[src/rtl/ram8.sv]
// rtl/ram8.sv - eight-word register file: DMux8Way load decode, WIDTH-bit word registers, 8-way read mux.
// Read is combinational from address; writes land on the rising clock edge (no write-through).

module dmux8way (
    input  logic       in,
    input  logic [2:0] sel,
    output logic       a,
    output logic       b,
    output logic       c,
    output logic       d,
    output logic       e,
    output logic       f,
    output logic       g,
    output logic       h
);
    // AND form keeps every output at 0 whenever in is 0, even with an unknown select.
    assign a = in & (sel == 3'd0);
    assign b = in & (sel == 3'd1);
    assign c = in & (sel == 3'd2);
    assign d = in & (sel == 3'd3);
    assign e = in & (sel == 3'd4);
    assign f = in & (sel == 3'd5);
    assign g = in & (sel == 3'd6);
    assign h = in & (sel == 3'd7);
endmodule

module mux8way #(
    parameter int WIDTH = 16
) (
    input  logic [WIDTH-1:0] a,
    input  logic [WIDTH-1:0] b,
    input  logic [WIDTH-1:0] c,
    input  logic [WIDTH-1:0] d,
    input  logic [WIDTH-1:0] e,
    input  logic [WIDTH-1:0] f,
    input  logic [WIDTH-1:0] g,
    input  logic [WIDTH-1:0] h,
    input  logic [2:0]       sel,
    output logic [WIDTH-1:0] out
);
    always_comb begin
        out = a;
        case (sel)
            3'd0:    out = a;
            3'd1:    out = b;
            3'd2:    out = c;
            3'd3:    out = d;
            3'd4:    out = e;
            3'd5:    out = f;
            3'd6:    out = g;
            default: out = h;
        endcase
    end
endmodule

module ram8 #(
    parameter int WIDTH = 16
) (
    input  logic             clk,
    input  logic             rst_n,
    input  logic [WIDTH-1:0] in,
    input  logic             load,
    input  logic [2:0]       address,
    output logic [WIDTH-1:0] out
);
    logic             en_a, en_b, en_c, en_d, en_e, en_f, en_g, en_h;
    logic [7:0]       load_en;
    logic [WIDTH-1:0] word_q [8];
    logic [WIDTH-1:0] word_d [8];

    dmux8way u_dmux (
        .in  (load),
        .sel (address),
        .a   (en_a),
        .b   (en_b),
        .c   (en_c),
        .d   (en_d),
        .e   (en_e),
        .f   (en_f),
        .g   (en_g),
        .h   (en_h)
    );

    assign load_en = {en_h, en_g, en_f, en_e, en_d, en_c, en_b, en_a};

    // Each word is a Register: every bit recirculates unless its word enable is set.
    always_comb begin
        for (int k = 0; k < 8; k++) begin
            word_d[k] = word_q[k];
            if (load_en[k]) begin
                word_d[k] = in;
            end
        end
    end

    always_ff @(posedge clk or negedge rst_n) begin
        if (!rst_n) begin
            for (int k = 0; k < 8; k++) begin
                word_q[k] <= '0;
            end
        end else begin
            for (int k = 0; k < 8; k++) begin
                word_q[k] <= word_d[k];
            end
        end
    end

    mux8way #(.WIDTH(WIDTH)) u_mux (
        .a   (word_q[0]),
        .b   (word_q[1]),
        .c   (word_q[2]),
        .d   (word_q[3]),
        .e   (word_q[4]),
        .f   (word_q[5]),
        .g   (word_q[6]),
        .h   (word_q[7]),
        .sel (address),
        .out (out)
    );
endmodule

[config.mk]
export PLATFORM = sky130hd
export DESIGN_NAME = ram8
export DESIGN_NICKNAME = d
export VERILOG_FILES = /design/src/rtl/ram8.sv
export SDC_FILE = /design/constraint.sdc
export NUM_CORES = 1
export LEC_CHECK = 0
export CELL_PAD_IN_SITES_DETAIL_PLACEMENT = 0
export CELL_PAD_IN_SITES_GLOBAL_PLACEMENT = 1
export CORE_MARGIN = 2
export CORE_UTILIZATION = 35
export CTS_CLUSTER_SIZE = 28
export DETAILED_ROUTE_END_ITERATION = 7
export PLACE_DENSITY = 0.62
export SETUP_SLACK_MARGIN = 0.02
export SLEW_MARGIN = 25
export SYNTH_ARGS = -nofsm -noshare
export SYNTH_HDL_FRONTEND = slang
export SYNTH_SLANG_ARGS = --single-unit
[constraint.sdc]
create_clock -name clk -period 1.9 [get_ports clk]
set_input_delay 0.285 -clock clk [delete_from_list [all_inputs] [get_ports clk]]
set_output_delay 0.285 -clock clk [all_outputs]
set_load 0.01 [all_outputs]
# ---- Yosys cells after proc, flatten, opt, wreduce, memory -nomap -nowiden
# Cells that the tools add are included.
# W data, S select, Z words.
dict set report word_totals {
  ramBits 0
  word_cells 25
  latchBits 0
  rom_bits 0
  out_inout_bits 16
  regBits 128
  n_memories 0
  input_bits 22
}
dict set report op_classes {
  bitwise_logic 8
  muxes 1
  n_mul 0
  n_addsub 0
  shifts 0
  div 0
  reduce_logical 1
  eq_ne 7
  order_cmp 0
}
# operator count
set ops {}
lappend ops {{$pmux W16 S7} 1}
lappend ops {{$eq A3 B3 Y1 const B} 4}
lappend ops {{$and A1 B1 Y1} 8}
lappend ops {{$eq A3 B2 Y1 const B} 2}
lappend ops {{$eq A3 B1 Y1 const B} 1}
lappend ops {{$logic_not A3 Y1} 1}

# ---- Logic depth before layout (Yosys ltp)
dict set report depth {
  ltp_word 2
  depth_mapped 6
  mapped_depth_nobuf 4
}

# ---- Modules after synthesis
# Synthesis repeated with hierarchy kept, for this count alone.
dict set report hier_totals {
  cells_unflattened 434
  area_unflattened_um2 6317.3
}
# module seq_area_each_um2 n_inst cells_each area_each_um2
set by_module_without_submodules {}
lappend by_module_without_submodules {ram8 3203.1 1 272 5195.0}
lappend by_module_without_submodules {mux8way 0.0 1 154 1026.0}
lappend by_module_without_submodules {dmux8way 0.0 1 8 96.3}

# ---- Worst setup path after synthesis
# OpenSTA, ideal clock, no wires.
dict set report synth_timing {
  kind {in2out}
  startpoint {input address[2]}
  endpoint {output out[10]}
  path_buffers 2
  t_required_ns 1.615
  t_arrival_ns 1.343
  setup_slack_ns 0.272
  path_stages 6
  cell_sequence {buf_2 > and2_1 > buf_2 > a22oi_1 > o21ai_0 > o32a_1}
}
dict set report synth_between {
  elab_chain_len 2
  elab_cells_between_ends 8
  classes_between {eq/ne: 6; mux: 1; reduce/logical: 1}
}
# item line_no
set synth_rtl {}
lappend synth_rtl {{start, declared} 63} ;# input logic [2:0] address,
lappend synth_rtl {{$eq A3 B3 Y1, or another cell as far along} 43} ;# case (sel)
lappend synth_rtl {{$pmux W16 S7 (*)} 43}
lappend synth_rtl {{end, declared} 64} ;# output logic [WIDTH-1:0] out
# Mark *: on every way between the ends. The rest lies on a longest branch, timed or not.

# ---- Worst setup path after layout
dict set report layout_timing {
  startpoint {register word_q[34] (netlist bit)}
  endpoint {output out[2]}
}
dict set report layout_between {
  elab_chain_len 1
}
# item line_no
set layout_rtl {}
lappend layout_rtl {{start, declared} 68} ;# logic [WIDTH-1:0] word_q [8];
lappend layout_rtl {{start signal, assigned by index} 103} ;# word_q[k] <= word_d[k];
lappend layout_rtl {{$pmux W16 S7} 43}
# No other way between the ends.

==> impl_metrics.env <==
export IMPL_rsz0062_at_grt="yes"
export IMPL_synth_seq_cells=128
export IMPL_register_area_um2=3200
export IMPL_finalSetupViolations=0
export IMPL_avgSynthCellArea_um2=13.6
export IMPL_synth_cells=430
export IMPL_hp_class="in2async"
export IMPL_synth_edf_count=0
export IMPL_hold_viol_final=0
export IMPL_antenna_found_initial=0
export IMPL_cts_tree="yes"
export IMPL_port_buffers=37
export IMPL_crit_path_start_kind="flip-flop"
export IMPL_route_detailed_drc=0
export IMPL_yosys_most_used_dff="dfrtp_1"
export IMPL_crit_arrival_ns=1.61
export IMPL_grt_use_total=0.179
export IMPL_cp_end_kind="output port"
export IMPL_yosys_area_top_type_share=0.546
export IMPL_postPlaceCellArea_um2=6860
export IMPL_wire_per_inst_um=19.8
export IMPL_synth_area_um2=5860
export IMPL_yosys_area_top_type="dfrtp_1"
export IMPL_clock_skew_final_ns=0
export IMPL_dp_cells=721
export IMPL_drive_gt1_frac=0.516
export IMPL_maxCapViolations=0
export IMPL_vias_per_cell=5.12
export IMPL_power_mw=8.31
export IMPL_async_reset_ff_frac=1.00
export IMPL_clk_path_buf_depth=2
export IMPL_max_stage_delay_ns=0.37
export IMPL_ys_seq_area_frac=0.546
export IMPL_cp_top_family="compound AO/OA/AOI/OAI gates"
export IMPL_tightest_slew_ns=0.513
export IMPL_cts_root_buf="clkbuf_16"
export IMPL_ant_nets=0
export IMPL_required_ns=1.62
export IMPL_first_global_vias=4153
export IMPL_io_pins=38
export IMPL_multi_input_comb_area_um2=2600
export IMPL_cts_sinks=128
export IMPL_rrSetupSlack_ns=1.12
export IMPL_ys_types=31
export IMPL_maxSlewHeadroom=0.658
export IMPL_crit_buf_inv=1
export IMPL_slew_viol_final=0
export IMPL_grt_ovfl_total=0
export IMPL_grt_first_pass_wirelength_um=23900
export IMPL_vdd_drop_max_uv=615
export IMPL_synth_most_common_cell="dfrtp_1"
export IMPL_criticalPathCategory="reg2out"
export IMPL_place_gp_congestion=0.778
export IMPL_layout_cells_non_filler=755
export IMPL_die_y_um=133
export IMPL_synthTopCellsByArea="dfrtp_1 55%, mux2_2 23%, mux2i_1 3.4%, mux2_4 2.6%, nor2_1 2.0%"
export IMPL_fmax_mhz=528
export IMPL_cp_max_fo=2
export IMPL_tns_ns=0
export IMPL_outcome="finished clean"
export IMPL_die_w_um=133
export IMPL_slowest_stage="dfrtp_1"
export IMPL_path_cells="a22oi_1 -> o21ai_1 -> o32a_1 -> buf_2"
export IMPL_fin_crit_sh=0.997
export IMPL_dieArea_um2=17800
export IMPL_layout_min_cycle_time_ns=1.89
export IMPL_num_rows=47
export IMPL_nets=544
export IMPL_drt_first_pass_iters=4
export IMPL_h_tree_depth=4
export IMPL_p_leak_nw=3.26
export IMPL_synthesis_nets=452
export IMPL_syn2layout_area_growth_pct=28.5
export IMPL_drt_iter0_markers=180
export IMPL_largest_register="word_q"
export IMPL_final_area_um2=7540
export IMPL_synth_common_cells="128 x dfrtp_1, 122 x mux2_2, 32 x nor2_1"
export IMPL_wl_um=15000
export IMPL_clk_latency_ns=0.41
export IMPL_cts_buffers=17
export IMPL_fillers=1550
export IMPL_hold_slack_ns=0.388
export IMPL_grt_max_degree=50
export IMPL_yosys_warnings=0
export IMPL_p_per_area_nw_per_um2=1100
export IMPL_post_dp_hpwl_um=10100
export IMPL_clk_pin_slew_ns=0.06
export IMPL_largest_register_ff_count=128
export IMPL_core_area_um2=16500
export IMPL_initial_core_util=0.356
export IMPL_dr_total_vias=3865
export IMPL_reg_largest_list="word_q (128)"
export IMPL_diodes=0
==> worst paths after layout <==
path                                         from                     end  cells past startpoint
min reg2reg                word_q[44]$_DFFE_PN0P_  word_q[44]$_DFFE_PN0P_                      1
max reg2reg                word_q[16]$_DFFE_PN0P_  word_q[16]$_DFFE_PN0P_                      1
max in group asynchronous                   rst_n  word_q[71]$_DFFE_PN0P_                      3
min in group clk           word_q[44]$_DFFE_PN0P_  word_q[44]$_DFFE_PN0P_                      1
min                                         rst_n  word_q[47]$_DFFE_PN0P_                      2
max                        word_q[34]$_DFFE_PN0P_                  out[2]                      4
==> area by class of cell <==
| class | count | area share |
|---|---|---|
| clock buffers | 20 | 0.0593 |
| clock inverters | 12 | 0.0179 |
| inverters | 1 | 0.000498 |
| multi-input cells | 274 | 0.345 |
| flip-flops and latches | 128 | 0.425 |
| well taps | 220 | 0.0365 |
| repair buffers | 100 | 0.116 |
==> placed cells by master, fill, tap and decap left out, drive strengths merged, types with 2 or more instances in the layout <==
| cell type | synthesis | routed |
|---|---|---|
| o32a | 11 | 11 |
| inv | 1 | 2 |
| clkinvlp | 0 | 4 |
| nor2 | 34 | 34 |
| buf | 22 | 78 |
| bufinv | 0 | 2 |
| a21oi | 6 | 6 |
| o22a | 3 | 3 |
| nor3 | 3 | 3 |
| a22oi | 11 | 11 |
| mux2 | 132 | 132 |
| clkinv | 0 | 5 |
| clkdlybuf4s15 | 0 | 2 |
| mux2i | 20 | 20 |
| clkdlybuf4s50 | 0 | 17 |
| nand4 | 2 | 2 |
| or2 | 3 | 3 |
| clkbuf | 5 | 22 |
| nand2 | 15 | 15 |
| o221ai | 4 | 4 |
| dfrtp | 128 | 128 |
| nand2b | 2 | 2 |
| o21ai | 11 | 11 |
| o2bb2ai | 12 | 12 |
==> metrics by stage <==
step | setup slack, ns | utilization
detailed placement | -0.816 | 0.417
global route | -0.0322 | 0.458
global placement | -0.809 | 0.417
floorplan | 0.272 | -
CTS | -0.0126 | 0.457
finish | 0.00582 | 0.458
==> where the power goes <==
part | internal, mW | switching, mW
registers | 3.33 | 0.325
logic | 0.862 | 0.587
clock network | 1.97 | 1.24
==> per-layer routing <==
layer  global-route usage  vias to the layer above  share of wire
met5                    0                        -              0
met4               0.0426                        0         0.0080
met3               0.0419                       10          0.028
met2                0.302                       41           0.50
met1                0.233                     2041           0.47
li1                     -                     1773              -
==> logic make-up (layout without fill, tap and decap cells) <==
kind of cell,Yosys count,after routing,synth area share
AOI/OAI and AO/OA,60,60,0.0787
DFF,128,128,0.546
and+or+nand+nor,62,62,0.0506
buffers and inverters,28,133,0.0305
muxes,152,152,0.294
==> timing repair <==
action                     4_1_cts  5_1_grt
pin swaps                       11       15
resized for setup               99       17
hold endpoints to repair        31        0
setup endpoints to repair       48       16
cloned                           1        0
hold buffers                     1        0
buffers inserted                 3        0
No activity file was read; power rests on OpenSTA's default activity.
